**config.mk**
```make
export PLATFORM = sky130hd
export DESIGN_NAME = bitcnt_issue_flat
export DESIGN_NICKNAME = d
export VERILOG_FILES = /design/src/rtl/bitcnt_pkg.sv /design/src/rtl/bitcnt_issue_if.sv /design/src/rtl/bitcnt.sv /design/src/rtl/bitcnt_fifo.sv /design/src/rtl/bitcnt_issue.sv /design/src/flat_wrapper.sv
export SDC_FILE = /design/constraint.sdc
export NUM_CORES = 1
export LEC_CHECK = 0
export BUFFER_PORTS_ARGS = -buffer_cell sky130_fd_sc_hd__buf_2
export CAP_MARGIN = 10
export CELL_PAD_IN_SITES_DETAIL_PLACEMENT = 0
export CELL_PAD_IN_SITES_GLOBAL_PLACEMENT = 2
export CORE_ASPECT_RATIO = 0.6
export CORE_MARGIN = 5
export CORE_UTILIZATION = 35
export CTS_BUF_LIST = sky130_fd_sc_hd__clkbuf_8 sky130_fd_sc_hd__clkbuf_16
export CTS_CLUSTER_DIAMETER = 100
export DETAILED_ROUTE_END_ITERATION = 6
export PLACE_DENSITY_LB_ADDON = 0.1
export SETUP_SLACK_MARGIN = 0.15
export SYNTH_ARGS = -nofsm -noshare
export SYNTH_HDL_FRONTEND = slang
export SYNTH_SLANG_ARGS = --single-unit
```
**constraint.sdc**
```tcl
create_clock -name clock -period 7.3 [get_ports clock]
set_input_delay 0.365 -clock clock [delete_from_list [all_inputs] [get_ports clock]]
set_output_delay 0.365 -clock clock [all_outputs]
set_load 0.005 [all_outputs]
```
**src/rtl/bitcnt_pkg.sv**
```systemverilog
// rtl/bitcnt_pkg.sv - shared op types, func encodings and helpers for the bit-count issue stage
package bitcnt_pkg;

    typedef enum logic [1:0] {
        CLZ  = 2'b00,
        CTZ  = 2'b01,
        PCNT = 2'b10,
        RSVD = 2'b11
    } func_e;

    localparam int W32_BIT  = 0;
    // Widest tag the stored op can carry; the stage uses the low TAGW bits.
    localparam int TAG_MAXW = 16;

    typedef struct packed {
        logic [63:0]         data;
        logic [2:0]          func;
        logic [TAG_MAXW-1:0] tag;
    } op_t;

    function automatic logic is_rsvd(input logic [2:0] func);
        return func_e'(func[2:1]) == RSVD;
    endfunction

endpackage

```
**src/rtl/bitcnt_issue_if.sv**
```systemverilog
// rtl/bitcnt_issue_if.sv - issue (in_*) and retire (out_*) handshake bundle for bitcnt_issue
interface bitcnt_issue_if #(
    parameter int TAGW = 4
);
    logic            in_valid;
    logic            in_ready;
    logic [63:0]     in_data;
    logic [2:0]      in_func;
    logic [TAGW-1:0] in_tag;

    logic            out_valid;
    logic            out_ready;
    logic [63:0]     out_data;
    logic [TAGW-1:0] out_tag;
    logic            out_err;

    modport master (
        output in_valid, in_data, in_func, in_tag, out_ready,
        input  in_ready, out_valid, out_data, out_tag, out_err
    );

    modport slave (
        input  in_valid, in_data, in_func, in_tag, out_ready,
        output in_ready, out_valid, out_data, out_tag, out_err
    );
endinterface

```
**src/rtl/bitcnt.sv**
```systemverilog
// rtl/bitcnt.sv - combinational CLZ/CTZ/PCNT unit, 64- and 32-bit forms
module bitcnt
    import bitcnt_pkg::*;
(
    input  logic        mutsel,
    input  logic [63:0] din_data,
    input  logic [2:0]  din_func,
    output logic [63:0] dout_data
);
    logic [63:0] clz_src;
    logic [63:0] ctz_src;
    logic [63:0] pcnt_src;
    logic [6:0]  clz;
    logic [6:0]  ctz;
    logic [6:0]  pcnt;
    logic        unused_mutsel;

    assign unused_mutsel = mutsel;

    always_comb begin
        // 32-bit forms reuse the 64-bit scans by padding with ones on the far side
        if (din_func[W32_BIT]) begin
            clz_src  = {din_data[31:0], 32'hFFFF_FFFF};
            ctz_src  = {32'hFFFF_FFFF, din_data[31:0]};
            pcnt_src = {32'h0, din_data[31:0]};
        end else begin
            clz_src  = din_data;
            ctz_src  = din_data;
            pcnt_src = din_data;
        end
        clz  = 7'd64;
        ctz  = 7'd64;
        pcnt = 7'd0;
        for (int i = 0; i < 64; i++) begin
            if (clz_src[i]) clz = 7'(63 - i);
            pcnt = pcnt + 7'(pcnt_src[i]);
        end
        for (int i = 63; i >= 0; i--) begin
            if (ctz_src[i]) ctz = 7'(i);
        end
        case (func_e'(din_func[2:1]))
            CLZ:     dout_data = {57'd0, clz};
            CTZ:     dout_data = {57'd0, ctz};
            PCNT:    dout_data = {57'd0, pcnt};
            default: dout_data = 64'd0;
        endcase
    end
endmodule

```
**src/rtl/bitcnt_fifo.sv**
```systemverilog
// rtl/bitcnt_fifo.sv - DEPTH-entry synchronous FIFO with occupancy count
module bitcnt_fifo #(
    parameter int  DEPTH = 2,
    parameter type T     = logic [7:0],
    localparam int PW    = $clog2(DEPTH),
    localparam int CW    = PW + 1
) (
    input  logic          clock,
    input  logic          resetn,
    input  logic          push,
    input  T              din,
    input  logic          pop,
    output T              dout,
    output logic [CW-1:0] count
);
    T              mem [DEPTH];
    logic [PW-1:0] wr_ptr;
    logic [PW-1:0] rd_ptr;

    always_ff @(posedge clock or negedge resetn) begin
        if (!resetn) begin
            wr_ptr <= '0;
            rd_ptr <= '0;
            count  <= '0;
        end else begin
            if (push) wr_ptr <= wr_ptr + PW'(1);
            if (pop)  rd_ptr <= rd_ptr + PW'(1);
            if (push && !pop)
                count <= count + CW'(1);
            else if (pop && !push)
                count <= count - CW'(1);
        end
    end

    always_ff @(posedge clock) begin
        if (push) mem[wr_ptr] <= din;
    end

    assign dout = mem[rd_ptr];

    assert property (@(posedge clock) disable iff (!resetn) count <= CW'(DEPTH));
    assert property (@(posedge clock) disable iff (!resetn) !(pop && count == '0));
endmodule

```
**src/rtl/bitcnt_issue.sv**
```systemverilog
// rtl/bitcnt_issue.sv - FIFO-buffered issue/retire wrapper around bitcnt; BITCNT_ILLEGAL_TRAP_EN traps func 11z
module bitcnt_issue
    import bitcnt_pkg::*;
#(
    parameter int DEPTH = 2,
    parameter int TAGW  = 4
) (
    input  logic          clock,
    input  logic          resetn,
    input  logic          mutsel,
    bitcnt_issue_if.slave bus
);
    localparam int CW = $clog2(DEPTH) + 1;

    op_t             push_op;
    op_t             head;
    logic [CW-1:0]   count;
    logic            push;
    logic            pop;
    logic            ready;
    logic            trap;
    logic [63:0]     bc_data;
    logic            out_valid_q;
    logic [63:0]     out_data_q;
    logic [TAGW-1:0] out_tag_q;
    logic            out_err_q;
    logic            unused_head_tag;

    // The pop term lets a full FIFO accept while the result slot drains.
    assign pop   = (count != '0) && (!out_valid_q || bus.out_ready);
    assign ready = (count != CW'(DEPTH)) || pop;
    assign push  = bus.in_valid && ready;

    always_comb begin
        push_op.data = bus.in_data;
        if (bus.in_func[W32_BIT]) push_op.data[63:32] = 32'h0;
        push_op.func = bus.in_func;
        push_op.tag  = TAG_MAXW'(bus.in_tag);
    end

    bitcnt_fifo #(
        .DEPTH (DEPTH),
        .T     (op_t)
    ) u_fifo (
        .clock  (clock),
        .resetn (resetn),
        .push   (push),
        .din    (push_op),
        .pop    (pop),
        .dout   (head),
        .count  (count)
    );

    bitcnt u_bitcnt (
        .mutsel    (mutsel),
        .din_data  (head.data),
        .din_func  (head.func),
        .dout_data (bc_data)
    );

`ifdef BITCNT_ILLEGAL_TRAP_EN
    assign trap = is_rsvd(head.func);
`else
    assign trap = 1'b0;
`endif

    always_ff @(posedge clock or negedge resetn) begin
        if (!resetn) begin
            out_valid_q <= 1'b0;
            out_data_q  <= '0;
            out_tag_q   <= '0;
            out_err_q   <= 1'b0;
        end else if (pop) begin
            out_valid_q <= 1'b1;
            out_data_q  <= trap ? 64'd0 : bc_data;
            out_tag_q   <= head.tag[TAGW-1:0];
            out_err_q   <= trap;
        end else if (bus.out_ready) begin
            out_valid_q <= 1'b0;
        end
    end

    assign unused_head_tag = ^head.tag;

    assign bus.in_ready  = ready;
    assign bus.out_valid = out_valid_q;
    assign bus.out_data  = out_data_q;
    assign bus.out_tag   = out_tag_q;
    assign bus.out_err   = out_err_q;
endmodule

```
**src/flat_wrapper.sv**
```systemverilog
// flat-port wrapper written by rule: the top's interface ports become plain ports
module bitcnt_issue_flat import bitcnt_pkg::*;
#(
    parameter int DEPTH = 2,
    parameter int TAGW  = 4
)
  (clock, resetn, mutsel, bus_in_valid, bus_in_data, bus_in_func, bus_in_tag, bus_out_ready, bus_in_ready, bus_out_valid, bus_out_data, bus_out_tag, bus_out_err);
  bitcnt_issue_if #(.TAGW(TAGW)) bus_i ();
  input  logic clock;
  input  logic resetn;
  input  logic mutsel;
  input wire logic [$bits(bus_i.in_valid)-1:0] bus_in_valid;
  input wire logic [$bits(bus_i.in_data)-1:0] bus_in_data;
  input wire logic [$bits(bus_i.in_func)-1:0] bus_in_func;
  input wire logic [$bits(bus_i.in_tag)-1:0] bus_in_tag;
  input wire logic [$bits(bus_i.out_ready)-1:0] bus_out_ready;
  output wire logic [$bits(bus_i.in_ready)-1:0] bus_in_ready;
  output wire logic [$bits(bus_i.out_valid)-1:0] bus_out_valid;
  output wire logic [$bits(bus_i.out_data)-1:0] bus_out_data;
  output wire logic [$bits(bus_i.out_tag)-1:0] bus_out_tag;
  output wire logic [$bits(bus_i.out_err)-1:0] bus_out_err;
  assign bus_i.in_valid = bus_in_valid;
  assign bus_i.in_data = bus_in_data;
  assign bus_i.in_func = bus_in_func;
  assign bus_i.in_tag = bus_in_tag;
  assign bus_i.out_ready = bus_out_ready;
  assign bus_in_ready = bus_i.in_ready;
  assign bus_out_valid = bus_i.out_valid;
  assign bus_out_data = bus_i.out_data;
  assign bus_out_tag = bus_i.out_tag;
  assign bus_out_err = bus_i.out_err;
  bitcnt_issue #(.DEPTH(DEPTH), .TAGW(TAGW)) u_core (.clock(clock), .resetn(resetn), .mutsel(mutsel), .bus(bus_i));
endmodule
```
==> impl_results.md, run 1 <==
* Die height at 147 um
* CTS clk-pin slew, worst paths at 70 ps
* Post-DP HPWL at 28400 um
* Pins Over Slew Limit at 0
* Site Rows at 50
* Port Buffers at 87
* Die width at 239 um
* Final instance area at 12900 sq um
* RSZ-0062 raised after global routing: true
* Ports at 147
* Avg Cell Area, Syn at 10.6 sq um
* FFs w/ async S/R, synth at 0.101
* Kind of critical path: reg2reg
* DR WL/cell at 23.0 um
* Largest net degree at the start of global routing at 72
* Area leader, netlist: edfxtp_1
* All-Layer GR Usage at 0.205
* DRC at 0
* Post-synth top flop: edfxtp_1
* Number of synthesis warnings at 0
* Max Clock Skew at 13.6 ps
* Most Frequent Cell on Critical Path: fa_1
* ANT nets after route at 0
* Grt total ovfl at 0
* Min-Delay Path Class: in2reg
* DRT Wirelength at 36900 um
* Tcrit/Tclk final at 0.968
* Clock sinks at 158
* Max Freq at 141 MHz
* CTS H-tree lvls at 4
* Worst setup EP type: flop
* CTS tree: yes
* DR vias/cell at 5.21
* Root buf cell: clkbuf_16
* Synth Instances at 1042
* Worst EP arrival at 7380 ps
* Post-synth EDFFs at 142
* Ant diodes at 0
* Place WS at 116 ps
* DRT iter0 DRCs at 762
* Vias in the first global route at 7901
* Synth cell types at 78
* Final net count at 1322
* Startpoint Class: flop
* Slew @ Worst Pin at 1140 ps
* Most instantiated cells after synthesis: edfxtp_1 (142), inv_1 (82), nor2_1 (79)
* Reg-to-reg slack, setup at 230 ps
* Seq/Total Area, Yosys at 0.424
* Met3 usage at 0.0599
* Hold_ws at 89.1 ps
* Total CTS buffers at 17
* Initial core utilization at 0.354
* #FFs+latches synth at 158
* Peak-usage layer in the global routing report: met1
* Slew HR at 0.228
* Clk_lat worst skew at 460 ps
* DIE AREA at 35200 sq um
* GR Layer Usage met2 at 0.256
* Hold Vio Cnt, Final at 0
* Slowest CP cell: fa_1
* Max Cap Violations at 0
* Post-route setup slack at 232 ps
* Post-Syn Area at 11000 sq um
* Fillers at 3032
* Worst stage delay on the critical path at 570 ps
* Initial antenna violation count at 0
* Layout area overhead at 16.9%
* Met1 GRT Util at 0.341
* Crit path time final at 7070 ps
* CP required at 7610 ps
* Core area at 31100 sq um
* Outcome: finished clean
* Post-placement cell area at 11900 sq um
* TritonRoute pass-1 iters at 6
* Most frequent cell after synthesis: edfxtp_1
* Layout cells sized above 1 at 0.223
* Setup violators final at 0
* Gp weighted congestion at 0.883
* First-pass GRT wire length at 53000 um
* Clock Path Buffers at 2
* Synth area leaders: edfxtp_1 (39%), fa_1 (9.8%), buf_4 (4.1%)
* Synth top area share at 0.387
* Crit-path max FO at 8
* DR vias at 8359
## stage by stage
step           instances   util  TNS (ps)
2_1_floorplan       1099      -         0
3_3_place_gp        1557  0.384         0
3_5_place_dp        1557  0.384         0
4_1_cts             1592  0.405         0
5_1_grt             1604  0.414     -14.4
6_report            1604  0.414         0
## cells in the final DEF, fill, tap and decap left out, drive strengths merged, types with 40 or more instances in the layout
cell / count
inv: 85
nor3: 59
nor2: 79
nor2b: 40
nand2: 72
o21ai: 47
fa: 54
edfxtp: 142
buf: 149
conb: 58
a21oi: 55
## critical path: cells and delay by family (launching register included)
kind | cells | cell delay, ps
adders and majority gates | 10 | 4560
AOI/OAI and AO/OA | 6 | 790
buffers and inverters | 8 | 650
DFF | 1 | 440
muxes | 1 | 290
and+or+nand+nor | 3 | 180
## routing by layer
layer	share of wire	wire, um	vias to the layer above
li1	-	-	3934
met1	0.55	20300	4161
met2	0.37	13800	236
met3	0.064	2380	28
met4	0.010	371	0
met5	0	0	-
## cell families (layout without fill, tap and decap cells)
logic type	after synthesis	count (layout)	synth area share
DFF	158	158	0.424
and+or+nand+nor	336	336	0.159
xor gates and xnor gates	9	9	0.00716
muxes	66	66	0.0653
adders and majority gates	70	70	0.116
AOI/OAI and AO/OA	225	225	0.136
buffers and inverters	177	266	0.0921
other	1	58	0.000341
## final cells by class
class,instances,area (sq um),area share
clock buffer,17,425,0.0330
clock inverter,14,190,0.0148
inverter,82,308,0.0239
multi-input combinational,764,5680,0.441
sequential,158,4670,0.363
tap,416,520,0.0404
timing repair buffer,153,1080,0.0837
## registers in the layout, summed over array words and instances, names as in the netlist
name and flops:
u_core.bus.out_data 7, u_core.bus.out_valid 1, u_core.u_fifo.rd_ptr 1, u_core.u_fifo.mem 142, u_core.bus.out_tag 4, u_core.u_fifo.count 2, u_core.u_fifo.wr_ptr 1
## what timing repair did
item | 4_1_cts | 5_1_grt
endpoints found under the hold margin | 16 | 0
gates resized for setup | 2 | 38
hold buffers | 1 | 0
cloned | 0 | 4
setup endpoints to repair | 1 | 6
buffers inserted | 3 | 8
pin swaps | 1 | 11
## final timing paths
path	to	cells after the start	start
worst max-delay path	u_core.bus.out_data[6]	28	u_core.u_fifo.rd_ptr
worst min-delay path	u_core.u_fifo.mem[1][19]	1	bus_in_data[12]
worst max register to register	u_core.bus.out_data[6]	28	u_core.u_fifo.rd_ptr
worst min register to register	u_core.bus.out_tag[0]	2	u_core.bus.out_tag[0]
max in group asynchronous	u_core.u_fifo.rd_ptr	2	resetn
min in group asynchronous	u_core.u_fifo.count[1]	2	resetn
Power of run 1 is not shown: default switching activity piles up to over one toggle a cycle in this logic, so the estimate is an artifact.
==> run 2, diff against run 1 <==
--- a/config.mk
+++ b/config.mk
@@ -5,13 +5,14 @@
 export SDC_FILE = /design/constraint.sdc
 export NUM_CORES = 1
 export LEC_CHECK = 0
+export ABC_AREA = 1
 export BUFFER_PORTS_ARGS = -buffer_cell sky130_fd_sc_hd__buf_2
 export CAP_MARGIN = 10
 export CELL_PAD_IN_SITES_DETAIL_PLACEMENT = 0
 export CELL_PAD_IN_SITES_GLOBAL_PLACEMENT = 2
 export CORE_ASPECT_RATIO = 0.6
 export CORE_MARGIN = 5
-export CORE_UTILIZATION = 35
+export CORE_UTILIZATION = 32
 export CTS_BUF_LIST = sky130_fd_sc_hd__clkbuf_8 sky130_fd_sc_hd__clkbuf_16
 export CTS_CLUSTER_DIAMETER = 100
 export DETAILED_ROUTE_END_ITERATION = 6
==> constraint.sdc (replaced) <==
create_clock -name clock -period 7.3 [get_ports clock]
set_input_delay 0.73 -clock clock [delete_from_list [all_inputs] [get_ports clock]]
set_output_delay 0.73 -clock clock [all_outputs]
set_load 0.005 [all_outputs]
==> impl_results.md, run 2 <==
* Post-synth top flop: edfxtp_1
* CP required at 7640 ps
* DR vias/cell at 4.43
* Most instantiated cells after synthesis: nand2_1 (222), inv_1 (194), edfxtp_1 (142)
* Ports at 147
* ANT nets after route at 0
* Seq/Total Area, Yosys at 0.449
* Synth cell types at 50
* DIE AREA at 36300 sq um
* Root buf cell: clkbuf_16
* Largest family of logic cells by synthesized area: simple AND/OR/NAND/NOR gates
* Tcrit/Tclk final at 0.961
* Synth top area share at 0.411
* Avg Cell Area, Syn at 9.10 sq um
* Post-Syn Area at 10400 sq um
* First-pass GRT wire length at 46100 um
* Crit path launch: u_core.u_fifo.rd_ptr
* Post-synth EDFFs at 142
* CTS clk-pin slew, worst paths at 70 ps
* Capturing point of the worst reg2reg path: u_core.bus.out_data[5]
* Reg-to-reg slack, setup at 280 ps
* Top reg by flops: u_core.u_fifo.mem
* Initial core utilization at 0.322
* Post-DP HPWL at 24500 um
* R2R depth at 30
* Total CTS buffers at 17
* Pins Over Slew Limit at 0
* Crit-path max FO at 5
* Most frequent cells in the layout: nand2_1 (220), inv_1 (192), edfxtp_1 (142)
* Largest net degree at the start of global routing at 73
* CTS tree: yes
* Post-Synth XOR/XNOR Area at 0.00253
* Compound-Gate Fraction of Synth Area at 0.0862
* Clock Path Buffers at 2
* Setup violators final at 0
* Worst EP arrival at 7360 ps
* DRT iter0 DRCs at 613
* All-Layer GR Usage at 0.172
* Vias in the first global route at 7509
* Area leader, netlist: edfxtp_1
* Site Rows at 51
* Die height at 150 um
* Synth area leaders: edfxtp_1 (41%), fa_1 (10%), nand2_1 (8.0%)
* Final Util at 0.378
* Most frequent cell after synthesis: nand2_1
* Critical R2R Launch: u_core.u_fifo.rd_ptr
* DRC at 0
* Mux cell area share after synthesis at 0.0106
* #FFs+latches synth at 158
* CTS H-tree lvls at 4
* Core area at 32200 sq um
* Slowest CP cell: fa_1
* DR WL/cell at 17.7 um
* Layout area overhead at 17.3%
* Initial antenna violation count at 1
* Hold_buf cts at 0
* Die width at 243 um
* FFs w/ async S/R, synth at 0.101
* Max reg flops at 142
* Min-Delay Path Class: in2async
* Slew @ Worst Pin at 1090 ps
* Layout cells sized above 1 at 0.202
* Worst setup EP type: flop
* Ant diodes at 0
* Clk_lat worst skew at 450 ps
* Commonest non-fill, non-tap cell in the layout: nand2_1
* Number of synthesis warnings at 0
* Grt total ovfl at 0
* Kind of critical path: reg2reg
* Max Clock Skew at 7.60 ps
* DRT Wirelength at 30500 um
* Hold Vio Cnt, Final at 0
* Outcome: finished clean
* Port Buffers at 87
* Max Cap Violations at 0
* TritonRoute pass-1 iters at 5
* Startpoint Class: flop
* Gp weighted congestion at 0.885
* Worst stage delay on the critical path at 610 ps
* Area share of fa/ha/maj cells after synthesis at 0.123
* DR vias at 7626
* Crit path time final at 7020 ps
* Post-Synth Simple-Gate Area at 0.190
* Max Freq at 142 MHz
* Clock sinks at 158
* RSZ-0062 raised after global routing: true
* Worst setup path endpoint: u_core.bus.out_data[5]
* Synth Instances at 1142
* Slew HR at 0.273
* Final net count at 1429
-- run 2: cell count changes after synthesis, moves of 26 or more --
cell	before	now
inv_1	82	194
nor3_1	54	12
nor2_1	79	124
nor2b_1	40	0
mux2_2	26	0
nand2_1	72	222
-- run 2: logic make-up after synthesis --
group / Yosys count
and+or+nand+nor: 459
buffers and inverters: 287
DFF: 158
AOI/OAI and AO/OA: 153
adders and majority gates: 70
muxes: 11
xor gates and xnor gates: 3
other: 1
-- run 2: worst min path at each step --
stage                        endpoint              startpoint  slack, ps  cells past startpoint
3_5_place_dp   u_core.u_fifo.count[0]  u_core.u_fifo.count[0]        470                      1
6_report       u_core.bus.out_data[5]                  resetn        200                      1
4_1_cts        u_core.bus.out_data[5]                  resetn        190                      1
2_1_floorplan  u_core.bus.out_data[0]                  resetn        430                      0
5_1_grt        u_core.bus.out_data[1]                  resetn        210                      1
3_3_place_gp   u_core.u_fifo.count[0]  u_core.u_fifo.count[0]        460                      1
-- run 2: area by class of cell --
cell class / instances / area, sq um
flip-flops and latches: 158 / 4670
inverters: 202 / 768
fillers: 3357 / 20000
clock buffers: 18 / 439
clock inverters: 14 / 106
multi-input cells: 754 / 4640
well taps: 424 / 531
repair buffers: 150 / 1030
-- run 2: routing by layer --
metal  vias up  GRT usage  wire length, um
li1       3813          -                -
met1      3627      0.279            16800
met2       167      0.233            11800
met3        19     0.0321             1590
met4         0     0.0425              315
met5         -          0                0
-- run 2: critical path: cells and delay by family (launching register included) --
family                   cells  cell delay, ps
buffers and inverters        8             590
AND/OR/NAND/NOR              7             750
flip-flops                   1             520
adder cells (fa/ha/maj)      9            4300
AO/OA/AOI/OAI                6             710
-- run 2: per-stage QoR --
step	hold slack (ps)	instances	cell area (sq um)	setup TNS (ps)	setup slack, ps
final	204	1720	12200	0	281
after global routing	213	1720	12200	-2.02	-2.02
after CTS	185	1720	12100	0	187
after detailed placement	467	1680	11400	0	71.8
after global placement	464	1680	11400	0	57.5
after floorplan	434	1199	10700	0	7.44
-- run 2: timing repair --
item | 4_1_cts | 5_1_grt
buffers inserted | 6 | 0
pin swaps | 6 | 24
endpoints found under the setup margin | 3 | 5
resized for setup | 9 | 24
cloned | 2 | 0
Power of run 2 is left out for the same reason.
==> run 3, diff against run 2 <==
--- a/config.mk
+++ b/config.mk
@@ -12,7 +12,7 @@
 export CELL_PAD_IN_SITES_GLOBAL_PLACEMENT = 2
 export CORE_ASPECT_RATIO = 0.6
 export CORE_MARGIN = 5
-export CORE_UTILIZATION = 32
+export CORE_UTILIZATION = 36
 export CTS_BUF_LIST = sky130_fd_sc_hd__clkbuf_8 sky130_fd_sc_hd__clkbuf_16
 export CTS_CLUSTER_DIAMETER = 100
 export DETAILED_ROUTE_END_ITERATION = 6
@@ -20,4 +20,5 @@
 export SETUP_SLACK_MARGIN = 0.15
 export SYNTH_ARGS = -nofsm -noshare
 export SYNTH_HDL_FRONTEND = slang
+export SYNTH_HIERARCHICAL = 1
 export SYNTH_SLANG_ARGS = --single-unit
==> impl_results.md, run 3 <==
* Outcome: finished with violations
* Failing checks: negative setup slack
* Largest net degree at the start of global routing at 71
* DRT iter0 DRCs at 550
* Slew @ Worst Pin at 1010 ps
* Hold_buf cts at 0
* Avg Cell Area, Syn at 10.3 sq um
* Die width at 262 um
* CTS tree: yes
* Die height at 161 um
* ANT nets after route at 0
* Final Util at 0.419
* Synth Instances at 1328
* Placed Cells at 1998
* DIE AREA at 42100 sq um
* Final Non-Filler Cells at 2047
* Slowest CP cell: fa_1
* Number of synthesis warnings at 6
* First-pass GRT wire length at 55100 um
* DRT Wirelength at 35500 um
* Area occupied by registers at 6090 sq um
* DR WL/cell at 17.4 um
* DRC at 0
* Worst EP arrival at 7990 ps
* Post-DP HPWL at 27500 um
* Port Buffers at 144
* Crit-path max FO at 4
* Gp weighted congestion at 0.862
* Initial antenna violation count at 0
* Ports at 147
* Hold_ws at 33.4 ps
* Total CTS buffers at 24
* Core area at 37600 sq um
* Hold Vio Cnt, Final at 0
* Max Freq at 133 MHz
* Min-Delay Path Class: in2async
* CP required at 7760 ps
* DR vias/cell at 4.39
* Post-route setup slack at -224 ps
* All-Layer GR Usage at 0.171
* Final net count at 1664
* Max Cap Violations at 0
* Site Rows at 55
* DR vias at 8992
* Worst stage delay on the critical path at 550 ps
* Most Frequent Cell on Critical Path: fa_1
* CTS H-tree lvls at 1
* Ant diodes at 0
* Worst setup EP type: flop
* Vias in the first global route at 9164
* Commonest non-fill, non-tap cell in the layout: nand2_1
* Clk_lat worst skew at 530 ps
* Startpoint Class: flop
* Grt total ovfl at 0
* Initial core utilization at 0.364
* Max Clock Skew at 14.5 ps
* Setup violators final at 4
* Layout cells sized above 1 at 0.314
* Max reg flops at 142
* Fillers at 3806
* Tcrit/Tclk final at 1.03
* Layout area overhead at 15.2%
* Multi-input logic area at 6020 sq um
* Worst path buffer plus inverter count at 7
* Post-Syn Area at 13700 sq um
* Most frequent cells in the layout: nand2_1 (247), inv_1 (168), buf_2 (143)
* Pins Over Slew Limit at 0
* Clock Path Buffers at 3
* Setup TNS at -443 ps
* RSZ-0062 raised after global routing: true
* Root buf cell: clkbuf_16
* TritonRoute pass-1 iters at 5
* Clock sinks at 215
* Kind of critical path: reg2reg
* CTS clk-pin slew, worst paths at 60 ps
* Slew HR at 0.323
* Top reg by flops: u_core/u_fifo/mem
* Crit path time final at 7520 ps
* CP delay by family, top: adder cells
[run 3: per-layer routing]
| metal | vias up | routed length, um | GRT usage |
|---|---|---|---|
| met5 | - | 0 | 0 |
| met4 | 0 | 431 | 0.0220 |
| met3 | 32 | 2200 | 0.0397 |
| met2 | 176 | 13500 | 0.227 |
| met1 | 4256 | 19400 | 0.284 |
| li1 | 4528 | - | - |
[run 3: metrics by stage]
step                setup slack, ps  cell area, sq um
finish                         -224             15800
detailed placement             -221             14900
global route                   -512             15800
CTS                            -254             15700
floorplan                     -20.3             13900
global placement               -245             14900
[run 3: layout make-up]
class | instances | share of cell area
Tap cell | 513 | 0.0407
Clock buffer | 25 | 0.0397
Timing Repair Buffer | 204 | 0.0777
Clock inverter | 19 | 0.00929
Inverter | 204 | 0.0644
Multi-Input combinational cell | 867 | 0.382
Sequential cell | 215 | 0.387
[run 3: final timing paths]
| path | endpoint | startpoint | slack (ps) | cells after the start |
|---|---|---|---|---|
| setup / recovery | u_core/bus.out_data[5] | u_core/u_fifo/rd_ptr | -220 | 32 |
| hold / removal | u_core/bus.out_data[13] | resetn | 30 | 1 |
| setup reg to reg | u_core/bus.out_data[5] | u_core/u_fifo/rd_ptr | -220 | 32 |
| hold reg to reg | u_core/bus.out_data[36] | u_core/bus.out_data[36] | 470 | 2 |
| max in group asynchronous | u_core/bus.out_data[46] | resetn | 6180 | 2 |
| min in group clock | u_core/u_fifo/mem[1][41] | bus_in_data[22] | 380 | 1 |
[run 3: repair_timing]
item | in CTS | in global routing
pin swaps | 13 | 14
setup endpoints to repair | 6 | 6
gates resized for setup | 2 | 17
setup buffers | 3 | 2
[run 3: worst reg2reg max path, delay by kind of cell (launching register included)]
| kind | cells | cell delay (ps) |
|---|---|---|
| multiplexers | 1 | 320 |
| buffers and inverters | 7 | 370 |
| XOR/XNOR | 1 | 150 |
| flip-flops | 1 | 510 |
| AND/OR/NAND/NOR | 7 | 520 |
| adder cells (fa/ha/maj) | 12 | 5130 |
| AO/OA/AOI/OAI | 4 | 500 |
Power of run 3 is left out for the same reason.
